## config.mk

```make
export PLATFORM = sky130hd
export DESIGN_NAME = layer_compositor
export DESIGN_NICKNAME = d
export VERILOG_FILES = /design/src/rtl/layer_compositor.sv
export SDC_FILE = /design/constraint.sdc
export NUM_CORES = 1
export LEC_CHECK = 0
export CELL_PAD_IN_SITES_DETAIL_PLACEMENT = 2
export CELL_PAD_IN_SITES_GLOBAL_PLACEMENT = 2
export CORE_MARGIN = 2
export CORE_UTILIZATION = 30
export CTS_CLUSTER_DIAMETER = 50
export DETAILED_ROUTE_END_ITERATION = 10
export GPL_ROUTABILITY_DRIVEN = 0
export PLACE_DENSITY_LB_ADDON = 0.1
export SLEW_MARGIN = 20
export SYNTH_ARGS = -nofsm -noshare
export SYNTH_HDL_FRONTEND = slang
export SYNTH_SLANG_ARGS = --single-unit
```

## constraint.sdc

```tcl
create_clock -name clk -period 8.6 [get_ports clk]
set_clock_uncertainty 0.05 [all_clocks]
set_input_delay 2.15 -clock clk [delete_from_list [all_inputs] [get_ports clk]]
set_output_delay 2.15 -clock clk [all_outputs]
set_load 0.05 [all_outputs]
```

## src/rtl/layer_compositor.sv

```systemverilog
// N-layer priority compositor with colour key and blink, plus double-buffered sprite positions.
// Pixel latency 2 clk, 1 pixel/clk; position writes stall (pos_wr_ready=0) only on frame_start.
module layer_compositor #(
   parameter int          NUM_LAYERS  = 4,
   parameter int          NUM_SPRITES = 2,
   parameter logic [23:0] BG_COLOR    = 24'h000000,
   parameter logic [23:0] KEY_COLOR   = 24'hFF00FF,
   parameter int          BLINK_SHIFT = 4,
   localparam int         IDX_W       = (NUM_SPRITES > 1) ? $clog2(NUM_SPRITES) : 1
) (
   input  logic                       clk,
   input  logic                       reset,
   input  logic                       de_in,
   input  logic                       frame_start,
   input  logic [NUM_LAYERS-1:0]      layer_en,
   input  logic [24*NUM_LAYERS-1:0]   layer_color,
   input  logic [NUM_LAYERS-1:0]      blink_en,
   input  logic                       pos_wr_valid,
   output logic                       pos_wr_ready,
   input  logic [IDX_W-1:0]           pos_wr_idx,
   input  logic [9:0]                 pos_wr_x,
   input  logic [9:0]                 pos_wr_y,
   output logic [10*NUM_SPRITES-1:0]  sprite_x,
   output logic [10*NUM_SPRITES-1:0]  sprite_y,
   output logic [7:0]                 frame_cnt,
   output logic                       de_out,
   output logic [7:0]                 r,
   output logic [7:0]                 g,
   output logic [7:0]                 b
);

   typedef struct packed {
      logic                             de;
      logic [NUM_LAYERS-1:0]            vis;
      logic [NUM_LAYERS-1:0][23:0]      color;
   } s1_t;

   s1_t                              s1_d;
   s1_t                              s1_q;
   logic [23:0]                      pix_c;
   logic                             wr_acc;
   logic [NUM_SPRITES-1:0][9:0]      cur_x;
   logic [NUM_SPRITES-1:0][9:0]      cur_y;
   logic [NUM_SPRITES-1:0][9:0]      shd_x;
   logic [NUM_SPRITES-1:0][9:0]      shd_y;
   logic [NUM_SPRITES-1:0]           pending;

   // Blink gate reads the counter as registered before this cycle's increment.
   always_comb begin
      s1_d.de    = de_in;
      s1_d.color = layer_color;
      s1_d.vis   = '0;
      for (int i = 0; i < NUM_LAYERS; i++) begin
         s1_d.vis[i] = layer_en[i]
                     && (layer_color[24*i +: 24] != KEY_COLOR)
                     && !(blink_en[i] && frame_cnt[BLINK_SHIFT]);
      end
   end

   always_ff @(posedge clk or posedge reset) begin
      if (reset) begin
         s1_q <= '0;
      end else begin
         s1_q <= s1_d;
      end
   end

   // Later (higher-index) visible layers overwrite earlier ones.
   always_comb begin
      pix_c = BG_COLOR;
      for (int i = 0; i < NUM_LAYERS; i++) begin
         if (s1_q.vis[i]) begin
            pix_c = s1_q.color[i];
         end
      end
   end

   always_ff @(posedge clk or posedge reset) begin
      if (reset) begin
         de_out    <= 1'b0;
         {r, g, b} <= 24'h000000;
      end else begin
         de_out    <= s1_q.de;
         {r, g, b} <= s1_q.de ? pix_c : 24'h000000;
      end
   end

   assign pos_wr_ready = ~frame_start;
   assign wr_acc       = pos_wr_valid & pos_wr_ready;

   // Writes never land on a frame_start cycle, so commit and shadow update cannot collide.
   always_ff @(posedge clk or posedge reset) begin
      if (reset) begin
         cur_x   <= '0;
         cur_y   <= '0;
         shd_x   <= '0;
         shd_y   <= '0;
         pending <= '0;
      end else begin
         for (int i = 0; i < NUM_SPRITES; i++) begin
            if (frame_start && pending[i]) begin
               cur_x[i]   <= shd_x[i];
               cur_y[i]   <= shd_y[i];
               pending[i] <= 1'b0;
            end
            if (wr_acc && (pos_wr_idx == IDX_W'(i))) begin
               shd_x[i]   <= pos_wr_x;
               shd_y[i]   <= pos_wr_y;
               pending[i] <= 1'b1;
            end
         end
      end
   end

   always_ff @(posedge clk or posedge reset) begin
      if (reset) begin
         frame_cnt <= 8'd0;
      end else if (frame_start) begin
         frame_cnt <= frame_cnt + 8'd1;
      end
   end

   assign sprite_x = cur_x;
   assign sprite_y = cur_y;

endmodule

```

==> key figures, run 1 <==
Run status
  – Status: complete, no violations

Synthesis
  – Most used DFF post-synth: dfrtp_1
  – Yosys warning count: 0
  – Syn Nets: approximately 670
  – Post-synth top cells: dfrtp_1 (216), mux2_2 (80), nand2_1 (37), inv_1 (26)
  – Top cell type's share of synthesized area: 0.691
  – Synth area leader: dfrtp_1
  – Most frequent cell after synthesis: dfrtp_1
  – Syn_area_per_cell: approximately 15 um2
  – Post-synthesis async set-or-reset flop share: 1.00
  – Register bit total from synthesis: roughly 220
  – Top post-synthesis cells by area: dfrtp_1 (69%), mux2_2 (12%), a221o_1 (3.1%)
  – Post-Syn Area: slightly below 8000 um2
  – Number of distinct library cells after synthesis: 31
  – Post-synth EDFFs: 0
  – Synth Instances: between 500 and 600
  – Seq/Total Area, Yosys: 0.691

Timing
  – Share of the clock period used by the worst path after layout: 0.706
  – Final Hold Fails: 0
  – Min Tclk post-route: a little over 6 ns
  – Fmax: ~160 MHz
  – Worst Tran Pin Value: roughly 1.0 ns
  – Setup TNS: 0 ns
  – RSZ-0062 raised after global routing: false
  – Max Transition Viols Final: 0
  – Slew HR: 0.317
  – Final setup viols: 0

Clock tree
  – Cts-stage hold buffer count: 0
  – CTS tree: yes
  – Clock transition at path regs: roughly 0.050 ns
  – Post-CTS resize count: 0
  – Num CTS Buffers: 34
  – Maximum clock path buffer count: 3
  – Clock root buffer master: clkbuf_16
  – # clock sinks: between 200 and 250
  – H-tree Lvls: 2
  – Post-CTS repair timing setup buffer count: 0
  – Worst skew pair latency: just under 0.5 ns

Routing
  – Pre-antenna DRT Iters: 4
  – Avg Vias per Cell: 4.64
  – Final wirelength: 22700 um
  – DRC Markers: 0
  – DRT iter0 DRCs: ~180
  – Avg WL per Cell: 20.4 um
  – Final ANT Viol Nets: 0
  – Vias: approximately 5.2k

GRT
  – Met3 Usage GRT: 0.0549
  – Initial antenna violation count: 4
  – Pin count of the biggest net entering global routing: ~150
  – Met2 Usage GRT: 0.292
  – Number of global-route vias before repair: slightly above 6k
  – Met1 Use GR: 0.212
  – First-pass GRT wire length: 35600 um
  – Congestion Overflow GR: 0
  – GRT Util Overall: 0.172
  – Most used routing layer: met2

Pwr
  – IR drop worst, VDD: 0.188 mV
  – PwrDens: 321 nW/um2
  – Leakage: 4.86 nW

Cells and area
  – Layout Cells excl Fill: roughly 1.1k
  – # nets final: just under 900
  – Share of cells above drive strength 1: 0.193
  – Layout Area Growth over Synthesis: 45.7%
  – Fillers: about 2.5k

Critical path
  – Worst EP arrival: between 3 and 4 ns
  – Critical path type: input pin to primary output
  – Kind of start point of the critical path: input pin
  – CP Capture Type: primary output
  – Crit-path slowest cell: clkdlybuf4s50_1
  – Req. time, crit path: 6.40 ns
  – Worst path cell trace: clkdlybuf4s50_1 > inv_2 > clkdlybuf4s50_1
  – Slowest stage delay, CP: 0.83 ns
  – Critical path fanouts, max: 11
  – Crit path top cell by count: clkdlybuf4s50_1

Place
  – DPL Wire Length: around 16000 um
  – PortBufs: 203
  – Cells after DPL: between 1k and 1.5k

Floorplanning
  – Die X: ~170 um
  – Die ar.: between 20000 and 30000 um2
  – Core Box Area: around 26000 um2
  – # rows: 59
  – Ports: 204
  – Initial Util: 0.303
  – Die height: roughly 170 um

Flow run
  – MaxCap Viol Count: 0

Worst hold path
  – Worst hold path type: register to register
metal layers:
layer / vias to the layer above / routed length [um]
met2: 163 / 11200
met4: 0 / 366
met1: 2638 / 9330
li1: 2345 / -
met3: 23 / 1800
met5: - / 0
cell families (layout without fill, tap and decap cells):
kind of cell             Yosys count  count (layout)  synth area share
AO/OA/AOI/OAI                     78              78            0.0739
XOR/XNOR                           7               7           0.00784
adder cells (fa/ha/maj)            1               1           0.00160
buffers and inverters             55             297            0.0320
flip-flops                       216             216             0.691
multiplexers                      81              81             0.117
other                              0               4                 0
AND/OR/NAND/NOR                   96              96            0.0765
worst paths after layout:
check | slack (ns) | cells after the start | start | endpoint
min in group asynchronous | 2.06 | 2 | reset | sprite_y[0]$_DFFE_PP0P_
hold reg to reg | 0.44 | 1 | pending[0]$_DFFE_PP0P_ | pending[0]$_DFFE_PP0P_
setup / recovery | 2.53 | 3 | frame_start | pos_wr_ready
hold / removal | 0.44 | 1 | pending[0]$_DFFE_PP0P_ | pending[0]$_DFFE_PP0P_
setup reg to reg | 6.88 | 2 | pending[0]$_DFFE_PP0P_ | sprite_y[2]$_DFFE_PP0P_
max in group asynchronous | 4.71 | 4 | reset | s1_q[21]$_DFF_PP0_
cell type report:
| cell class | instances | area [um2] | area share |
|---|---|---|---|
| timing repair buffer | 209 | 2100 | 0.184 |
| tap | 335 | 419 | 0.0368 |
| inverter | 27 | 109 | 0.00955 |
| antenna | 4 | 10.0 | 0.000879 |
| sequential | 216 | 5410 | 0.474 |
| multi-input combinational | 263 | 2170 | 0.191 |
| clock buffer | 41 | 938 | 0.0824 |
| clock inverter | 20 | 244 | 0.0214 |
cells in the final DEF, fill, tap and decap left out, drive strengths merged:
master / netlist / routed
or4b: 4 / 4
nor3b: 1 / 1
nand4b: 4 / 4
xnor2: 6 / 6
nor4b: 4 / 4
nand2: 37 / 37
ha: 1 / 1
nand4: 11 / 11
and4b: 4 / 4
a21oi: 24 / 24
clkinv: 0 / 12
bufinv: 0 / 5
mux2: 81 / 81
nand3: 1 / 1
o21ai: 1 / 1
xor2: 1 / 1
nor4: 4 / 4
a21boi: 24 / 24
clkdlybuf4s50: 0 / 203
and3: 2 / 2
buf: 18 / 6
a31oi: 4 / 4
inv: 27 / 30
a221o: 24 / 24
dfrtp: 216 / 216
clkbuf: 10 / 41
nand3b: 24 / 24
diode: 0 / 4
a21o: 1 / 1
critical path, delay by kind of cell:
family,cells,cell delay (ns)
buffers and inverters,3,1.72
state kept, by name, indices dropped and copies added (netlist names):
name,flops
sprite_y,20
s1_q,101
g,8
frame_cnt,8
shd_y,20
pending,2
shd_x,20
sprite_x,20
b,8
de_out,1
r,8
stage by stage:
step	hold WS, ns	setup slack [ns]	util	area, um2	total power [mW]
floorplan	0.375	0.492	-	7820	1.88
global placement	0.418	2.56	0.394	10200	2.24
detailed placement	0.428	2.53	0.394	10200	2.26
CTS	0.439	2.51	0.440	11400	3.71
global route	0.471	2.44	0.441	11400	3.82
finish	0.439	2.53	0.441	11400	3.65
where the power goes:
part / switching, mW / leakage [nW] / internal (mW)
logic: 0.585 / 1.68 / 0.370
registers: 0.103 / 2.58 / 1.18
clock network: 0.481 / 0.594 / 0.930
total: 1.17 / 4.86 / 2.48
Power figures use the tool's default switching activity.
==> run 2, diff against run 1 <==
==> constraint.sdc (replaced) <==
create_clock -name clk -period 6.2 [get_ports clk]
set_clock_uncertainty 0.05 [all_clocks]
set_input_delay 1.55 -clock clk [delete_from_list [all_inputs] [get_ports clk]]
set_output_delay 1.55 -clock clk [all_outputs]
set_load 0.05 [all_outputs]
==> key figures, run 2 (synthesized netlist as in run 1, its figures left out) <==
Critical path
  – Reg2Reg Depth: 2 (unchanged)
  – Buffer and inverter count on the worst path: 3 (unchanged)
  – Kind of start point of the critical path: input pin (unchanged)
  – CP Capture Type: primary output (unchanged)
  – CP startpoint: frame_start (unchanged)
  – Slowest stage delay, CP: 0.82 ns (was 0.83 ns)
  – Crit-path slowest cell: clkdlybuf4s50_1 (unchanged)
  – Crit. path cell count: 3 (unchanged)
  – Worst EP arrival: 3.25 ns (was 3.87 ns)
  – Req. time, crit path: 4.60 ns (was 6.40 ns)
  – Cell class contributing the biggest share of worst-path delay: buffers and inverters (unchanged)
  – Critical path fanouts, max: 11 (unchanged)
  – Reg-to-reg startpoint: pending[1]$_DFFE_PP0P_ (was pending[0]$_DFFE_PP0P_)
  – Crit path top cell by count: clkdlybuf4s50_1 (unchanged)
  – Worst path cell trace: clkdlybuf4s50_1 > inv_2 > clkdlybuf4s50_1 (unchanged)
  – Critical path type: input pin to primary output (unchanged)

Pwr
  – PwrDens: 429 nW/um2 (was 321 nW/um2)
  – IR drop worst, VDD: 0.246 mV (was 0.188 mV)
  – Tot Pwr: 4.81 mW (was 3.65 mW)
  – Leakage: 4.75 nW (was 4.86 nW)

Clock tree
  – # clock sinks: 216 (unchanged)
  – CTS tree: yes (unchanged)
  – Maximum clock path buffer count: 3 (unchanged)
  – Post-CTS repair timing setup buffer count: 0 (unchanged)
  – Post-CTS resize count: 0 (unchanged)
  – Num CTS Buffers: 31 (was 34)
  – Clock root buffer master: clkbuf_16 (unchanged)
  – Worst skew pair latency: 0.53 ns (was 0.49 ns)
  – H-tree Lvls: 1 (was 2)
  – Clock transition at path regs: 0.05 ns (about the same)
  – Cts-stage hold buffer count: 0 (unchanged)

GRT
  – Congestion Overflow GR: 0 (unchanged)
  – Initial antenna violation count: 7 (was 4)
  – First-pass GRT wire length: 34500 um (was 35600 um)
  – Number of global-route vias before repair: 5918 (was 6121)
  – Pin count of the biggest net entering global routing: 128 (was 146)
  – GRT Util Overall: 0.166 (was 0.172)

Floorplanning
  – Ports: 204 (unchanged)
  – Die ar.: 27400 um2 (unchanged)
  – # rows: 59 (unchanged)
  – Die X: 165 um (unchanged)
  – Initial Util: 0.303 (unchanged)
  – Die height: 165 um (unchanged)
  – Core Box Area: 25800 um2 (unchanged)

Cells and area
  – Top reg by flops: s1_q (unchanged)
  – Flip-flop count of the largest register after layout: 101 (unchanged)
  – Fillers: 2569 (was 2540)
  – Most common cell after layout, fill and taps aside: dfrtp_1 (unchanged)
  – Most frequent cells in the layout: dfrtp_1 (216), clkdlybuf4s50_1 (203), mux2_2 (80) (unchanged)
  – Seq. cell area: 5410 um2 (unchanged)
  – Share of cells above drive strength 1: 0.181 (was 0.193)
  – Final core occ: 0.434 (was 0.441)
  – # nets final: 879 (was 882)
  – Area of the multi-input gates: 2170 um2 (unchanged)
  – Layout Area Growth over Synthesis: 43.5% (was 45.7%)
  – Layout Cells excl Fill: 1108 (was 1115)

Place
  – DPL Wire Length: 15700 um (was 15600 um)
  – PortBufs: 203 (unchanged)
  – Cells after DPL: 1050 (was 1049)

Routing
  – DRC Markers: 0 (unchanged)
  – Avg Vias per Cell: 4.69 (was 4.64)
  – Avg WL per Cell: 20.4 um (about the same)
  – DRT iter0 DRCs: 246 (was 181)
  – Pre-antenna DRT Iters: 4 (unchanged)
  – Final ANT Viol Nets: 0 (unchanged)
  – Final wirelength: 22600 um (was 22700 um)
  – Vias: 5201 (was 5169)

Run status
  – Status: complete, no violations (unchanged)

Timing
  – Worst Tran Pin Value: 1.07 ns (was 1.02 ns)
  – Min Tclk post-route: just under 5 ns
  – Share of the clock period used by the worst path after layout: 0.782
  – Fmax: 206 MHz
  – Slew HR: 0.285 (was 0.317)
  – Final Hold Fails: 0 (unchanged)
  – Setup TNS: 0 ns (unchanged)
  – Final setup viols: 0 (unchanged)
  – RSZ-0062 raised after global routing: false (unchanged)
  – Max Transition Viols Final: 0 (unchanged)

Flow run
  – MaxCap Viol Count: 0 (unchanged)

Worst hold path
  – Worst hold stages: 1 (unchanged)
  – Worst hold path type: register to register (unchanged)
  – Min-delay src: frame_cnt[7]$_DFFE_PP0P_ (was pending[0]$_DFFE_PP0P_)
## run 2: final cells by class
class,instances,share of cell area
multi-input combinational,263,0.194
clock buffer,42,0.0773
sequential,216,0.482
antenna,4,0.000892
inverter,27,0.00937
tap,335,0.0374
timing repair buffer,209,0.187
clock inverter,12,0.0131
## run 2: path summary, 6_finish.rpt
path / endpoint / slack [ns]
min: frame_cnt[7]$_DFFE_PP0P_ / 0.42
min in group asynchronous: sprite_y[11]$_DFFE_PP0P_ / 1.49
max: pos_wr_ready / 1.35
min reg2reg: frame_cnt[7]$_DFFE_PP0P_ / 0.42
max in group asynchronous: sprite_x[16]$_DFFE_PP0P_ / 3.92
max reg2reg: sprite_y[16]$_DFFE_PP0P_ / 4.45
## run 2: stage by stage
step                      setup WS (ns)  cell area, um2  hold slack, ns
after floorplan                    1.79            7820           0.375
after global placement             1.38           10200           0.415
after detailed placement           1.36           10200           0.417
after CTS                          1.35           11200           0.429
after global routing               1.28           11200           0.435
final                              1.35           11200           0.422
## run 2: metal layers
| layer | vias to the layer above | share of wire | track usage |
|---|---|---|---|
| li1 | 2321 | - | - |
| met1 | 2683 | 0.41 | 0.202 |
| met2 | 154 | 0.50 | 0.282 |
| met3 | 37 | 0.075 | 0.0544 |
| met4 | 6 | 0.022 | 0.0478 |
| met5 | - | 0.0018 | 0 |
## run 2: where the power goes
part | switching (mW) | internal [mW] | leakage [nW] | total (mW)
clock network | 0.607 | 1.09 | 0.492 | 1.70
registers | 0.145 | 1.64 | 2.58 | 1.79
logic | 0.810 | 0.512 | 1.68 | 1.32
total | 1.56 | 3.25 | 4.75 | 4.81
==> run 3, diff against run 2 <==
==> constraint.sdc (replaced) <==
create_clock -name clk -period 4.19 [get_ports clk]
set_clock_uncertainty 0.05 [all_clocks]
set_input_delay 1.0475 -clock clk [delete_from_list [all_inputs] [get_ports clk]]
set_output_delay 1.0475 -clock clk [all_outputs]
set_load 0.05 [all_outputs]
==> key figures, run 3 (synthesized netlist as in run 1, its figures left out) <==
Routing
  – Vias: 5179 (was 5201)
  – Final wirelength: 22500 um (was 22600 um)
  – Avg Vias per Cell: 4.67 (was 4.69)
  – Avg WL per Cell: 20.3 um (was 20.4 um)
  – DRC Markers: 0 (unchanged)
  – Final ANT Viol Nets: 0 (unchanged)
  – Pre-antenna DRT Iters: 4 (unchanged)
  – DRT iter0 DRCs: 192 (was 246)

Clock tree
  – Clock root buffer master: clkbuf_16 (unchanged)
  – Cts-stage hold buffer count: 0 (unchanged)
  – H-tree Lvls: 1 (unchanged)
  – # clock sinks: 216 (unchanged)
  – Clock transition at path regs: 0.05 ns (about the same)
  – Worst skew pair latency: 0.55 ns (was 0.53 ns)
  – Maximum clock path buffer count: 3 (unchanged)
  – CTS tree: yes (unchanged)
  – Post-CTS resize count: 0 (unchanged)
  – Post-CTS repair timing setup buffer count: 0 (unchanged)
  – Num CTS Buffers: 31 (unchanged)

Timing
  – Final setup viols: 0 (unchanged)
  – Min Tclk post-route: approximately 3.3 ns
  – RSZ-0062 raised after global routing: false (unchanged)
  – Share of the clock period used by the worst path after layout: 0.784
  – Setup TNS: 0 ns (unchanged)
  – Final Hold Fails: 0 (unchanged)
  – Fmax: 304 MHz
  – Slew HR: 0.468 (was 0.285)
  – Max Transition Viols Final: 0 (unchanged)
  – Worst Tran Pin Value: 0.796 ns (was 1.07 ns)

Floorplanning
  – Core Box Area: 25800 um2 (unchanged)
  – Die X: 165 um (unchanged)
  – Die height: 165 um (unchanged)
  – Initial Util: 0.303 (unchanged)
  – # rows: 59 (unchanged)
  – Ports: 204 (unchanged)
  – Die ar.: 27400 um2 (unchanged)

Cells and area
  – Share of cells above drive strength 1: 0.186 (was 0.181)
  – Top reg by flops: s1_q (unchanged)
  – Most common cell after layout, fill and taps aside: dfrtp_1 (unchanged)
  – # nets final: 880 (was 879)
  – Most frequent cells in the layout: dfrtp_1 (215), clkdlybuf4s50_1 (202), mux2_2 (80) (was dfrtp_1 (216), clkdlybuf4s50_1 (203), mux2_2 (80))
  – Flip-flop count of the largest register after layout: 101 (unchanged)
  – Layout Area Growth over Synthesis: 44.1% (was 43.5%)

Pwr
  – Int Power: 4.85 mW (was 3.25 mW)
  – Tot Pwr: 7.22 mW (was 4.81 mW)
  – PwrDens: 641 nW/um2 (was 429 nW/um2)
  – Clock network fraction of design power: 0.363 (was 0.353)
  – Psw: 2.37 mW (was 1.56 mW)
  – Comb pwr share: 0.268 (was 0.275)
  – Leakage: 4.78 nW (was 4.75 nW)
  – Sw Ratio: 0.328 (was 0.325)
  – IR drop worst, VDD: 0.371 mV (was 0.246 mV)
  – Seq pwr share: 0.369 (was 0.372)

Worst hold path
  – Worst hold path type: register to register (unchanged)

Critical path
  – Crit-path slowest cell: clkdlybuf4s50_1 (unchanged)
  – Kind of start point of the critical path: input pin (unchanged)
  – Worst EP arrival: 2.19 ns (was 3.25 ns)
  – Slowest stage delay, CP: 0.81 ns (was 0.82 ns)
  – Req. time, crit path: 3.09 ns (was 4.60 ns)
  – CP Capture Type: primary output (unchanged)
  – Critical path type: input pin to primary output (unchanged)
  – Worst path cell trace: clkdlybuf4s50_1 > inv_2 > buf_4 (was clkdlybuf4s50_1 > inv_2 > clkdlybuf4s50_1)
  – Critical path fanouts, max: 11 (unchanged)

GRT
  – Pin count of the biggest net entering global routing: 94 (was 128)
  – GRT Util Overall: 0.166 (about the same)
  – First-pass GRT wire length: 34600 um (was 34500 um)
  – Congestion Overflow GR: 0 (unchanged)
  – Initial antenna violation count: 4 (was 7)
  – Number of global-route vias before repair: 5990 (was 5918)

Place
  – DPL Wire Length: 15800 um (was 15700 um)
  – PortBufs: 203 (unchanged)

Run status
  – Status: complete, no violations (unchanged)

Flow run
  – MaxCap Viol Count: 0 (unchanged)
-- run 3: metrics by stage --
stage                     setup slack [ns]  hold WS [ns]  instance area, um2  cells  utilization
after floorplan                      0.280         0.375                7820    534            -
after global placement               0.893         0.417               10200   1051        0.395
after detailed placement             0.811         0.432               10200   1051        0.395
after CTS                            0.874         0.443               11300   1108        0.436
after global routing                 0.822         0.455               11300   1108        0.436
final                                0.903         0.441               11300   1110        0.436
-- run 3: worst paths after layout --
check                                    startpoint                  endpoint  slack [ns]  cells past startpoint
max                                     frame_start              pos_wr_ready        0.90                      3
min                        frame_cnt[7]$_DFFE_PP0P_  frame_cnt[7]$_DFFE_PP0P_        0.44                      1
max reg2reg                      s1_q[97]$_DFF_PP0_            b[1]$_DFF_PP0_        2.48                      3
min reg2reg                frame_cnt[7]$_DFFE_PP0P_  frame_cnt[7]$_DFFE_PP0P_        0.44                      1
max in group asynchronous                     reset   sprite_x[4]$_DFFE_PP0P_        2.17                      3
min in group asynchronous                     reset        s1_q[63]$_DFF_PP0_        0.96                      2
-- run 3: metal layers --
layer / vias to the layer above / wire, um / global-route usage
li1: 2335 / - / -
met1: 2647 / 9430 / 0.211
met2: 152 / 11000 / 0.281
met3: 39 / 1680 / 0.0485
met4: 6 / 382 / 0.0411
met5: - / 40 / 0
-- run 3: critical path: cells and delay by family --
family	cells	cell delay (ns)
buffers and inverters	3	1.14
-- run 3: cell type report --
class,instances,area [um2]
Sequential cell,216,5410
Antenna cell,2,5.00
Clock inverter,17,216
Multi-Input combinational cell,263,2170
Inverter,27,105
Fill cell,2516,14600
Clock buffer,40,840
Timing Repair Buffer,210,2110
Tap cell,335,419
-- run 3: power groups by stage --
stage | Clock (mW) | Combinational, mW | Sequential (mW)
after floorplan | 0 | 0.499 | 3.36
after global placement | 0 | 1.92 | 2.68
after detailed placement | 0 | 1.95 | 2.70
after CTS | 2.70 | 1.97 | 2.67
after global routing | 2.78 | 2.06 | 2.72
final | 2.62 | 1.94 | 2.66
